`src/rtl/nibble_serial_add_ctrl_pkg.sv`:
```
// Shared definitions for the nibble-serial add/subtract sequencer.
package nibble_serial_add_ctrl_pkg;

  localparam int NIBBLE_W = 4;

  typedef enum logic [1:0] {
    ST_IDLE = 2'd0,
    ST_RUN  = 2'd1,
    ST_DONE = 2'd2
  } state_t;

endpackage

```
`src/rtl/nibble_serial_add_ctrl_full_4bit_adder.sv`:
```
// Shared 4-bit adder; the sequencer reuses it once per nibble.
module full_4bit_adder
  import nibble_serial_add_ctrl_pkg::*;
(
  input  logic [NIBBLE_W-1:0] a,
  input  logic [NIBBLE_W-1:0] b,
  input  logic                cin,
  output logic [NIBBLE_W-1:0] sum,
  output logic                cout
);

  assign {cout, sum} = {1'b0, a} + {1'b0, b} + {{NIBBLE_W{1'b0}}, cin};

endmodule

```
`src/rtl/nibble_serial_add_ctrl.sv`:
```
// Wide add/subtract done one nibble per clock through a single 4-bit adder.
// state   | meaning
// IDLE    | waiting for a request, in_ready high
// RUN     | one nibble per edge, LSB first
// DONE    | result held until out_ready
module nibble_serial_add_ctrl
  import nibble_serial_add_ctrl_pkg::*;
#(
  parameter  int NIBBLES = 4,
  localparam int W       = NIBBLE_W * NIBBLES
) (
  input  logic         clk,
  input  logic         rst_n,
  input  logic         in_valid,
  output logic         in_ready,
  input  logic [W-1:0] a,
  input  logic [W-1:0] b,
  input  logic         cin,
  input  logic         sub,
  output logic         out_valid,
  input  logic         out_ready,
  output logic [W-1:0] sum,
  output logic         cout,
  output logic         ovf
);

  localparam int              CNT_W    = (NIBBLES > 1) ? $clog2(NIBBLES) : 1;
  localparam logic [CNT_W-1:0] CNT_LAST = CNT_W'(NIBBLES - 1);

  state_t              state, state_nxt;
  logic [W-1:0]        a_sh, b_sh, res;
  logic [W-1:0]        b_eff;
  logic                carry, a_msb, b_msb;
  logic [CNT_W-1:0]    cnt;
  logic [NIBBLE_W-1:0] nib_sum;
  logic                nib_cout;
  logic                accept;

  assign b_eff  = sub ? ~b : b;
  assign accept = in_valid && (state == ST_IDLE);

  full_4bit_adder u_adder (
    .a   (a_sh[NIBBLE_W-1:0]),
    .b   (b_sh[NIBBLE_W-1:0]),
    .cin (carry),
    .sum (nib_sum),
    .cout(nib_cout)
  );

  always_ff @(posedge clk or negedge rst_n) begin
    if (!rst_n) state <= ST_IDLE;
    else        state <= state_nxt;
  end

  always_comb begin
    state_nxt = state;
    case (state)
      ST_IDLE: if (accept)          state_nxt = ST_RUN;
      ST_RUN:  if (cnt == CNT_LAST) state_nxt = ST_DONE;
      ST_DONE: if (out_ready)       state_nxt = ST_IDLE;
      default:                      state_nxt = ST_IDLE;
    endcase
  end

  // Subtract is a + ~b + ~borrow_in, so the carry register holds NOT-borrow.
  always_ff @(posedge clk or negedge rst_n) begin
    if (!rst_n) begin
      a_sh  <= '0;
      b_sh  <= '0;
      res   <= '0;
      carry <= 1'b0;
      a_msb <= 1'b0;
      b_msb <= 1'b0;
      cnt   <= '0;
    end else if (accept) begin
      a_sh  <= a;
      b_sh  <= b_eff;
      carry <= sub ^ cin;
      a_msb <= a[W-1];
      b_msb <= b_eff[W-1];
      cnt   <= '0;
    end else if (state == ST_RUN) begin
      a_sh  <= {NIBBLE_W'(0), a_sh[W-1:NIBBLE_W]};
      b_sh  <= {NIBBLE_W'(0), b_sh[W-1:NIBBLE_W]};
      res   <= {nib_sum, res[W-1:NIBBLE_W]};
      carry <= nib_cout;
      cnt   <= cnt + CNT_W'(1);
    end
  end

  // Result outputs are gated to DONE so a partial sum never appears.
  always_comb begin
    in_ready  = 1'b0;
    out_valid = 1'b0;
    sum       = '0;
    cout      = 1'b0;
    ovf       = 1'b0;
    case (state)
      ST_IDLE: in_ready = 1'b1;
      ST_DONE: begin
        out_valid = 1'b1;
        sum       = res;
        cout      = carry;
        ovf       = (a_msb == b_msb) && (res[W-1] != a_msb);
      end
      default: ;
    endcase
  end

endmodule

```
`config.mk`:
```
export PLATFORM = sky130hd
export DESIGN_NAME = nibble_serial_add_ctrl
export DESIGN_NICKNAME = d
export VERILOG_FILES = /design/src/rtl/nibble_serial_add_ctrl_pkg.sv /design/src/rtl/nibble_serial_add_ctrl_full_4bit_adder.sv /design/src/rtl/nibble_serial_add_ctrl.sv
export SDC_FILE = /design/constraint.sdc
export NUM_CORES = 1
export LEC_CHECK = 0
export CELL_PAD_IN_SITES_DETAIL_PLACEMENT = 2
export CELL_PAD_IN_SITES_GLOBAL_PLACEMENT = 2
export CORE_ASPECT_RATIO = 1.4
export CORE_MARGIN = 2
export CORE_UTILIZATION = 41
export CTS_CLUSTER_SIZE = 24
export DETAILED_ROUTE_END_ITERATION = 6
export DONT_BUFFER_PORTS = 1
export GPL_TIMING_DRIVEN = 0
export PLACE_DENSITY_LB_ADDON = 0.1
export SYNTH_ARGS = -nofsm -noshare
export SYNTH_HDL_FRONTEND = slang
export SYNTH_HIERARCHICAL = 1
export SYNTH_SLANG_ARGS = --single-unit
```
`constraint.sdc`:
```
create_clock -name clk -period 5.2 [get_ports clk]
set_clock_uncertainty 0.2 [all_clocks]
set_input_delay 1.04 -clock clk [delete_from_list [all_inputs] [get_ports clk]]
set_output_delay 1.04 -clock clk [all_outputs]
set_load 0.005 [all_outputs]
```
==> impl_results.md <==
- Fraction of layout cells with a size suffix above 1: 0.106
- Crit path largest cell delay: 470 ps
- Ratio of final minimum period to clock period: 0.559
- Worst-Margin Slew: 733 ps
- Fin cells: 376
- Fin nets: 346
- Clk_lat worst skew: 300 ps
- Unrepaired setup endpoints after global routing: false
- Die area: 7350 sq um
- Outcome: complete, no violations
- Core Box Area: 6530 sq um
- Core Rows: 35
- Violation count after the first detailed-route iteration: 37
- Core Util, Final: 0.447
- Cells on worst reg2reg path: 8
- Post_cts resized: 0
- Crit path to: ovf
- Fill count: 742
- Initial core utilization: 0.419
- Clock transition at the registers of the reported paths: 100 ps
- H-tree depth: 2
- Commonest non-fill, non-tap cell in the layout: nand2_1
- Startpoint types: flop
- Overall routed net length: 7140 um
- Worst Setup SP: state[0]
- Ant. Diodes: 0
- Pwr Density: 630 nW/um^2
- Fin. max-slew vios: 0
- Largest net degree at the start of global routing: 56
- DRC: 0
- Cells after synthesis: 295
- Root Buffer: clkbuf_8
- Seq pwr share: 0.418
- Cts hold-fix bufs: 0
- Global Route Usage Sum: 0.210
- Sw frac: 0.419
- Number of setup buffers added after CTS: 0
- Vias in the first global route: 2280
- Crit-path slowest cell: dfrtp_1
- CTS Buffer Depth: 2
- Switch Pwr: 0.000769 W
- Netlist Area Pre-Place: 2740 sq um
- Max_cap viols: 0
- First-pass GRT wire length: 11700 um
- Most frequent cells in the layout: nand2_1, dfrtp_1, nor2_1, and2_1, xnor2_1
- Die height: 101 um
- CTS tree: built
- Clk sinks: 55
- Final min period: 2910 ps
- Via-to-Cell Ratio: 5.57
- Synth Warn #: 6
- I/O pin total: 58
- Internal Power: 0.00107 W
- Placed Cells: 369
- Combinational share of power: 0.451
- Clock power frac: 0.131
- Max Clk Rate: 344 MHz
- Setup Viol. Count Final: 0
- Maximum vdd ir drop: 250 uV
- Seq/Total Area, Yosys: 0.503
- Worst r2r src: a_sh[0]
- Gr ovfl total: 0
- Syn Nets: 339
- IO Port Bufs: 0
- R2r endpoint: carry
- Wirelength per Cell: 19.0 um
- Final Hold Viols: 0
- Syn Area/Cell: 9.28 sq um
- Gp weighted congestion: 0.734
- Crit path arrival time: 1670 ps
- DR vias: 2093
- Worst min path class: input pin to asynchronous set/reset pin
- Crit path cell chain: and2b_2 > clkbuf_1 > a21boi_0
- Critical Path End Type: primary output
- Area Overhead vs Synth: 6.58%
- Flops & latches, synth: 55
- Total iterations of the first detailed-routing run: 4
- Die X-Extent: 73.0 um
- Netlist cell types: 32
- DP HPWL: 5290 um
- Post-DRT Antenna Nets: 0
- Final setup TNS: 0 ps
- Total CTS buffers: 5
- Worst rel slew slack: 0.509
- Worst endpoint required time: 3960 ps
- Leakage: 1.42 nW
- Power Total: 0.00184 W
- Reg2reg setup slack: 3250 ps
- Crit Path Max Fanout: 10
- CP Class: flop to primary output
- Initial antenna violation count: 0
## how the worst min path moves through the flow
stage               cells past startpoint     end  startpoint
CTS                                     0  res[3]       rst_n
detailed placement                      2  res[2]      res[2]
floorplan                               2  res[0]      res[0]
finish                                  0  res[1]       rst_n
global route                            0  res[3]       rst_n
global placement                        2  res[2]      res[2]
## final cells by class
class | instances | area, sq um | share of cell area
inverter | 5 | 18.8 | 0.00644
multi-input combinational | 216 | 1200 | 0.413
tap | 74 | 92.6 | 0.0317
clock inverter | 1 | 5.00 | 0.00172
clock buffer | 6 | 82.6 | 0.0283
buffer | 19 | 136 | 0.0468
sequential | 55 | 1380 | 0.472
## critical path: cells and delay by family (launching register included)
family,cells,cell delay [ps]
compound gates,1,300
buf+inv,1,340
flops,1,470
simple gates,1,250
## power by group through the flow
stage | Clock (W) | Combinational (W) | Sequential, W
2_1_floorplan | 0 | 0.000627 | 0.000730
3_3_place_gp | 0 | 0.000793 | 0.000768
3_5_place_dp | 0 | 0.000847 | 0.000781
4_1_cts | 0.000248 | 0.000856 | 0.000775
5_1_grt | 0.000261 | 0.000945 | 0.000799
6_report | 0.000240 | 0.000829 | 0.000768
## sequential cells by signal, summed over array words and instances (netlist names)
name   cells
b_msb      1
res       16
carry      1
a_msb      1
cnt        2
a_sh      16
b_sh      16
state      2
## kinds of logic after synthesis
kind of cell / count (synthesis) / synth area share
simple gates: 155 / 0.246
flops: 55 / 0.503
compound gates: 36 / 0.101
buf+inv: 24 / 0.0567
xor+xnor: 19 / 0.0608
fa+ha+maj: 6 / 0.0329
## Yosys cell counts
| master | n | share of area |
|---|---|---|
| nand2_1 | 99 | 0.14 |
| dfrtp_1 | 55 | 0.50 |
| nor2_1 | 23 | 0.032 |
| and2_1 | 17 | 0.039 |
| xnor2_1 | 14 | 0.045 |
| a31oi_1 | 12 | 0.027 |
| buf_2 | 10 | 0.018 |
| a221o_1 | 9 | 0.033 |
| nand3_1 | 8 | 0.015 |
| inv_1 | 5 | 0.0069 |
| xor2_1 | 5 | 0.016 |
| a22oi_1 | 4 | 0.011 |
| ha_1 | 4 | 0.018 |
| buf_6 | 3 | 0.012 |
| o21ai_0 | 3 | 0.0055 |
| o21ai_2 | 3 | 0.0096 |
| buf_4 | 2 | 0.0055 |
| buf_8 | 2 | 0.011 |
| clkbuf_1 | 2 | 0.0027 |
| fa_1 | 2 | 0.015 |
| nor2b_1 | 2 | 0.0046 |
| a21boi_0 | 1 | 0.0027 |
| a21o_1 | 1 | 0.0027 |
| a21oi_2 | 1 | 0.0032 |
| a22o_1 | 1 | 0.0032 |
| and2b_2 | 1 | 0.0032 |
| nand2b_1 | 1 | 0.0023 |
| nand2b_2 | 1 | 0.0032 |
| nand3b_1 | 1 | 0.0027 |
| nor3b_2 | 1 | 0.0046 |
| o21bai_1 | 1 | 0.0027 |
| or3b_4 | 1 | 0.0041 |
## per-stage QoR
| stage | worst slack (ps) | hold slack, ps | instance area (sq um) |
|---|---|---|---|
| after floorplan | 2880 | 237 | 2740 |
| after global placement | 2610 | 250 | 2830 |
| after detailed placement | 2580 | 263 | 2830 |
| after CTS | 2230 | 209 | 2920 |
| after global routing | 2140 | 197 | 2920 |
| final | 2290 | 214 | 2920 |
## per-layer routing
metal	GRT usage	wire length, um
met1	0.238	2740
met2	0.398	4060
met3	0.0350	266
met4	0.0541	72
met5	0	0
Note: power is estimated with default switching activity, not from simulation.
